==> src/rtl/syst_dft_ctrl.sv <==
// Frame sequencer for the systolic DFT array: buffers one frame of samples, replays it once
// per bin with that bin's twiddle row loaded into the nodes, and tags each array result.
module syst_dft_ctrl #(
    parameter int unsigned W_WIDTH      = 16,
    parameter int unsigned X_WIDTH      = 16,
    parameter int unsigned S_WIDTH      = 32,
    parameter int unsigned FRAME_LENGTH = 4,
    parameter int unsigned N_BINS       = 4,
    localparam int unsigned K_WIDTH     = (N_BINS > 1) ? $clog2(N_BINS) : 1
) (
    input  logic                                   clk,
    input  logic                                   arstn,
    input  logic [FRAME_LENGTH-1:0][W_WIDTH-1:0]   tw_re,
    input  logic [FRAME_LENGTH-1:0][W_WIDTH-1:0]   tw_im,
    input  logic                                   s_valid,
    output logic                                   s_ready,
    input  logic [X_WIDTH-1:0]                     s_data,
    output logic                                   arr_enable,
    output logic [FRAME_LENGTH-1:0][W_WIDTH-1:0]   arr_w_re,
    output logic [FRAME_LENGTH-1:0][W_WIDTH-1:0]   arr_w_im,
    output logic [FRAME_LENGTH-1:0]                arr_valid_x,
    output logic [X_WIDTH-1:0]                     arr_x,
    input  logic [S_WIDTH-1:0]                     arr_re,
    input  logic [S_WIDTH-1:0]                     arr_im,
    input  logic                                   arr_valid,
    output logic                                   m_valid,
    output logic [S_WIDTH-1:0]                     m_re,
    output logic [S_WIDTH-1:0]                     m_im,
    output logic [K_WIDTH-1:0]                     m_k,
    output logic                                   m_last
);

    localparam int unsigned IdxWidth = $clog2(FRAME_LENGTH);
    localparam logic [IdxWidth-1:0] LastIdx = IdxWidth'(FRAME_LENGTH - 1);
    localparam logic [IdxWidth:0] NLen = (IdxWidth + 1)'(FRAME_LENGTH);
    localparam logic [K_WIDTH-1:0] LastBin = K_WIDTH'(N_BINS - 1);
    localparam logic [FRAME_LENGTH-1:0] FirstNode = {1'b1, {(FRAME_LENGTH - 1){1'b0}}};

    typedef enum logic [1:0] {StFill, StLoad, StRun, StWait} state_e;

    state_e                                state_q, state_d;
    logic [IdxWidth-1:0]                   wcnt_q, wcnt_d;
    logic [IdxWidth-1:0]                   c_q, c_d;
    logic [K_WIDTH-1:0]                    k_q, k_d;
    logic [FRAME_LENGTH-1:0][X_WIDTH-1:0]  buf_q, buf_d;
    logic                                  arr_enable_q, arr_enable_d;
    logic [FRAME_LENGTH-1:0][W_WIDTH-1:0]  arr_w_re_q, arr_w_re_d;
    logic [FRAME_LENGTH-1:0][W_WIDTH-1:0]  arr_w_im_q, arr_w_im_d;
    logic [FRAME_LENGTH-1:0]               arr_valid_x_q, arr_valid_x_d;
    logic [X_WIDTH-1:0]                    arr_x_q, arr_x_d;
    logic                                  m_valid_q, m_valid_d;
    logic [S_WIDTH-1:0]                    m_re_q, m_re_d;
    logic [S_WIDTH-1:0]                    m_im_q, m_im_d;
    logic [K_WIDTH-1:0]                    m_k_q, m_k_d;
    logic                                  m_last_q, m_last_d;

    logic [IdxWidth:0]                     run_sum;
    logic [FRAME_LENGTH-1:0][IdxWidth-1:0] tw_idx;

    // Twiddle index (k*i) mod N as a running modular sum along the nodes.
    always_comb begin
        run_sum = '0;
        tw_idx  = '0;
        for (int unsigned i = 0; i < FRAME_LENGTH; i++) begin
            tw_idx[i] = run_sum[IdxWidth-1:0];
            run_sum   = run_sum + (IdxWidth + 1)'(k_q);
            if (run_sum >= NLen) begin
                run_sum = run_sum - NLen;
            end
        end
    end

    always_comb begin
        state_d       = state_q;
        wcnt_d        = wcnt_q;
        c_d           = c_q;
        k_d           = k_q;
        buf_d         = buf_q;
        arr_enable_d  = arr_enable_q;
        arr_w_re_d    = arr_w_re_q;
        arr_w_im_d    = arr_w_im_q;
        arr_valid_x_d = arr_valid_x_q;
        arr_x_d       = arr_x_q;
        m_valid_d     = 1'b0;
        m_re_d        = m_re_q;
        m_im_d        = m_im_q;
        m_k_d         = m_k_q;
        m_last_d      = m_last_q;

        unique case (state_q)
            StFill: begin
                if (s_valid) begin
                    buf_d[wcnt_q] = s_data;
                    if (wcnt_q == LastIdx) begin
                        wcnt_d  = '0;
                        k_d     = '0;
                        state_d = StLoad;
                    end else begin
                        wcnt_d = wcnt_q + 1'b1;
                    end
                end
            end
            StLoad: begin
                for (int unsigned i = 0; i < FRAME_LENGTH; i++) begin
                    arr_w_re_d[i] = tw_re[tw_idx[i]];
                    arr_w_im_d[i] = tw_im[tw_idx[i]];
                end
                c_d           = '0;
                arr_enable_d  = 1'b1;
                arr_valid_x_d = FirstNode;
                arr_x_d       = buf_q[0];
                state_d       = StRun;
            end
            StRun: begin
                // Output registers already hold cycle c; prepare cycle c+1.
                if (c_q == LastIdx) begin
                    arr_valid_x_d = '0;
                    arr_x_d       = '0;
                    state_d       = StWait;
                end else begin
                    c_d           = c_q + 1'b1;
                    arr_valid_x_d = arr_valid_x_q >> 1;
                    arr_x_d       = buf_q[c_q + 1'b1];
                end
            end
            StWait: begin
                if (arr_valid) begin
                    m_valid_d = 1'b1;
                    m_re_d    = arr_re;
                    m_im_d    = arr_im;
                    m_k_d     = k_q;
                    m_last_d  = (k_q == LastBin);
                    if (k_q == LastBin) begin
                        arr_enable_d = 1'b0;
                        state_d      = StFill;
                    end else begin
                        k_d     = k_q + 1'b1;
                        state_d = StLoad;
                    end
                end
            end
            default: state_d = StFill;
        endcase
    end

    always_ff @(posedge clk) begin
        if (!arstn) begin
            state_q       <= StFill;
            wcnt_q        <= '0;
            c_q           <= '0;
            k_q           <= '0;
            buf_q         <= '0;
            arr_enable_q  <= 1'b0;
            arr_w_re_q    <= '0;
            arr_w_im_q    <= '0;
            arr_valid_x_q <= '0;
            arr_x_q       <= '0;
            m_valid_q     <= 1'b0;
            m_re_q        <= '0;
            m_im_q        <= '0;
            m_k_q         <= '0;
            m_last_q      <= 1'b0;
        end else begin
            state_q       <= state_d;
            wcnt_q        <= wcnt_d;
            c_q           <= c_d;
            k_q           <= k_d;
            buf_q         <= buf_d;
            arr_enable_q  <= arr_enable_d;
            arr_w_re_q    <= arr_w_re_d;
            arr_w_im_q    <= arr_w_im_d;
            arr_valid_x_q <= arr_valid_x_d;
            arr_x_q       <= arr_x_d;
            m_valid_q     <= m_valid_d;
            m_re_q        <= m_re_d;
            m_im_q        <= m_im_d;
            m_k_q         <= m_k_d;
            m_last_q      <= m_last_d;
        end
    end

    assign s_ready     = (state_q == StFill);
    assign arr_enable  = arr_enable_q;
    assign arr_w_re    = arr_w_re_q;
    assign arr_w_im    = arr_w_im_q;
    assign arr_valid_x = arr_valid_x_q;
    assign arr_x       = arr_x_q;
    assign m_valid     = m_valid_q;
    assign m_re        = m_re_q;
    assign m_im        = m_im_q;
    assign m_k         = m_k_q;
    assign m_last      = m_last_q;

endmodule

==> config.mk <==
export PLATFORM = sky130hd
export DESIGN_NAME = syst_dft_ctrl
export DESIGN_NICKNAME = d
export VERILOG_FILES = /design/src/rtl/syst_dft_ctrl.sv
export SDC_FILE = /design/constraint.sdc
export NUM_CORES = 1
export LEC_CHECK = 0
export CORE_ASPECT_RATIO = 1.4
export CORE_MARGIN = 3
export CORE_UTILIZATION = 42
export CTS_CLUSTER_SIZE = 8
export DETAILED_ROUTE_END_ITERATION = 10
export PLACE_DENSITY = 0.75
export SLEW_MARGIN = 40
export SYNTH_ARGS = -nofsm -noshare
export SYNTH_HDL_FRONTEND = slang
export SYNTH_SLANG_ARGS = --single-unit
==> constraint.sdc <==
create_clock -name clk -period 2.25 [get_ports clk]
set_input_delay 0.5625 -clock clk [delete_from_list [all_inputs] [get_ports clk]]
set_output_delay 0.5625 -clock clk [all_outputs]
set_load 0.02 [all_outputs]
==> metrics.yaml, run 1 <==
status:
  status: "finished clean"
setup_path:
  endpoint_kind: "output pin"
  critPathKind: "flip-flop to output pin"
  rrSetupSlack_ns: 0.32
  max_stage_delay_ns: 0.36
  slowest_stage: "dlygate4sd2_1"
  path_delay_family: "buffers and inverters"
  critPathRequiredTime_ns: 1.69
  cp_max_fo: 5
  start_kind: "flip-flop"
  ff2ff_path_depth: 5
  worstReg2RegEnd: "arr_x[15]$_SDFFE_PN0P_"
  crit_buf_inv: 2
  r2r_start: "state_q[0]$_SDFFE_PN0P_"
  arrival_ns: 1.62
  path_cells: "inv_1 > ha_1 > dlygate4sd2_1"
logic_synthesis:
  yosysTopAreaCell: "dfxtp_1"
  netlist_area_um2: 12300
  syn-num-nets: 1666
  synth_compound_area_frac: 0.159
  yosys_register_bits: 289
  yosysSeqAreaShare: 0.470
  synth-edff-count: 0
  synth_mux_area_frac: 0.138
  yosys.area_share.simple: 0.172
  synth_area_leaders: "dfxtp_1 47%, a21oi_1 9.6%, nand2_1 8.9%"
  yosysMostFrequentCell: "nand2_1"
  yosys_warnings: 0
  synth_area_per_cell_um2: 8.52
  ys_types: 34
  synth_top_area_share: 0.470
  ys_top_cells_by_count: "290 x nand2_1, 289 x dfxtp_1, 236 x a21oi_1"
  syn_inst: 1443
  synthAdderAreaFrac: 0.0112
  async_reset_ff_frac: 0
  synthXorXnorAreaFrac: 0
  synth-main-ff-cell: "dfxtp_1"
  synth_top_family_by_area: "simple AND/OR/NAND/NOR gates"
timing:
  finalSetupViolCount: 0
  fmax_mhz: 458
  slew_violations: 0
  period_needed_ns: 2.18
  finClkSkew_ns: 0.0140
  worst_slew_pin_slew_ns: 0.790
  finalCritPeriodShare: 0.970
  rsz0062_at_grt: "false"
  finalSetupTns_ns: 0
  slew_headroom: 0.474
  hold_viol: 0
cts:
  root_buffer: "clkbuf_16"
  tritoncts: "done"
  clkSlewWorstSetupHoldPaths_ns: 0.05
  clock_latency_ns: 0.53
  cts_max_path_buffers: 3
  cts_setup_buffers: 0
  h-tree-depth: 2
  cts_buffers: 42
  cts_sinks: 289
route:
  wirelength_um: 42300
  vias_per_cell: 5.31
  ant_nets: 0
  drc: 0
  wl_per_cell_um: 19.1
  firstDrtPassIters: 6
  drtIter0Drc: 711
  routed-via-count: 11700
place:
  dp_hpwl_um: 29300
  place_area_um2: 17000
  gp_congestion: 0.904
  io_buffers: 429
hold_path:
  worstHoldPathType: "primary input to flip-flop"
  holdPathEnd: "k_q[0]$_SDFFE_PN0P_"
  hold_depth: 3
  worstHoldStart: "arstn"
power_and_ir_drop:
  swShare: 0.238
  p_total_mw: 12.2
  seqPwrFrac: 0.437
  p_leak_nw: 6.24
  p_per_area_nw_per_um2: 673
  pwr-share-comb: 0.107
  power.switching_mw: 2.91
  p_int_mw: 9.30
  clockPowerShare: 0.456
  ir_worst_vdd_mv: 0.624
finish:
  fin_area_um2: 18100
  layout-drive-gt1-share: 0.0627
  fin_nets: 2054
  syn_to_final_growth_pct: 47.5
  n_antenna_cell: 0
global_route:
  overflow: 0
  grt_use_total: 0.256
  grt_pass1_wl_um: 63600
  antenna_found_initial: 0
  grt_start_max_net_pins: 92
  grt_pass1_vias: 11500
floorplan:
  rows: 73
  io_pins: 430
  core_um2: 28600
  die_w_um: 151
  die_height_um: 208
  dieArea_um2: 31400
  start_util: 0.430
flow_run:
  cap_violations: 0
## layout make-up
cell class / count / area (µm²)
Fill cell: 2412 / 10500
Clock buffer: 45 / 1080
Inverter: 23 / 91.3
Sequential cell: 289 / 5790
Timing Repair Buffer: 467 / 4730
Multi-Input combinational cell: 1008 / 5930
Clock inverter: 3 / 41.3
Tap cell: 375 / 469
## cells by family after synthesis
family          Yosys count
flops                   289
compound gates          371
mux                     146
fa+ha+maj                11
simple gates            480
buf+inv                 146
## placed cells by master, fill, tap and decap left out, drive strengths merged
cell type / count
dlygate4sd2: 1
inv: 23
a22o: 16
nand4b: 1
buf: 39
ha: 11
nand2b: 5
or4: 1
o21ai: 99
clkdlybuf4s50: 427
and3: 5
nor2b: 5
clkinv: 3
nand4: 1
dfxtp: 289
nor2: 102
a22oi: 1
mux2: 32
mux2i: 98
o22ai: 16
a21oi: 237
a221oi: 1
mux4: 16
nor3: 1
o32ai: 1
and2: 2
nand2: 290
clkbuf: 45
nand3: 3
nand3b: 64
## how the worst max path moves through the flow
stage,startpoint,end,slack (ns),cells after the start
final,state_q[1]$_SDFFE_PN0P_,s_ready,0.07,3
after detailed placement,s_valid,state_q[0]$_SDFFE_PN0P_,0.15,5
after floorplan,state_q[0]$_SDFFE_PN0P_,state_q[0]$_SDFFE_PN0P_,0.37,8
after CTS,state_q[1]$_SDFFE_PN0P_,s_ready,0.04,3
after global routing,state_q[1]$_SDFFE_PN0P_,s_ready,0.008,3
after global placement,s_valid,state_q[1]$_SDFFE_PN0P_,0.17,5
## flip-flops by register name, indices dropped and copies added (netlist names)
| name | count |
|---|---|
| arr_w_re | 64 |
| m_last | 1 |
| buf_q | 64 |
| state_q | 2 |
| k_q | 2 |
| arr_x | 16 |
| wcnt_q | 2 |
| m_re | 32 |
| arr_valid_x | 4 |
| arr_enable | 1 |
| arr_w_im | 64 |
| c_q | 2 |
| m_k | 2 |
| m_valid | 1 |
| m_im | 32 |
## power by group through the flow
stage / logic, mW / registers [mW] / clock network, mW
finish: 1.31 / 5.33 / 5.57
global route: 1.40 / 5.34 / 5.86
CTS: 1.31 / 5.33 / 5.65
detailed placement: 1.30 / 5.43 / 0
global placement: 1.28 / 5.42 / 0
floorplan: 0.459 / 5.51 / 0
## stage by stage
stage	util	instances	setup slack [ns]	hold slack (ns)
floorplan	-	1443	0.372	0.433
global placement	0.595	2162	0.168	0.438
detailed placement	0.595	2162	0.149	0.445
CTS	0.634	2210	0.0360	0.380
global route	0.634	2210	0.00821	0.399
finish	0.634	2210	0.0674	0.412
## routing by layer
layer | GRT usage | part of all wire
met1 | 0.287 | 0.37
met2 | 0.459 | 0.51
met3 | 0.0566 | 0.076
met4 | 0.111 | 0.040
met5 | 0 | 0
## worst min-delay path, cell delays in order
cell     delay [ns]
buf_4          0.18
nand2_1        0.09
o21ai_1        0.05
## timing repair
action | 4_1_cts | 5_1_grt
cloned | 0 | 0
setup endpoints to repair | 1 | 1
hold buffers | 0 | 0
resized for setup | 2 | 1
(Power assumes the default switching activity.)
==> run 2, diff against run 1 <==
--- a/config.mk
+++ b/config.mk
@@ -11,7 +11,7 @@
 export CTS_CLUSTER_SIZE = 8
 export DETAILED_ROUTE_END_ITERATION = 10
 export PLACE_DENSITY = 0.75
-export SLEW_MARGIN = 40
+export SLEW_MARGIN = 10
 export SYNTH_ARGS = -nofsm -noshare
 export SYNTH_HDL_FRONTEND = slang
 export SYNTH_SLANG_ARGS = --single-unit
==> results of run 2 <==
Same layout as run 1: the final DEF is identical, and so are final timing and power.
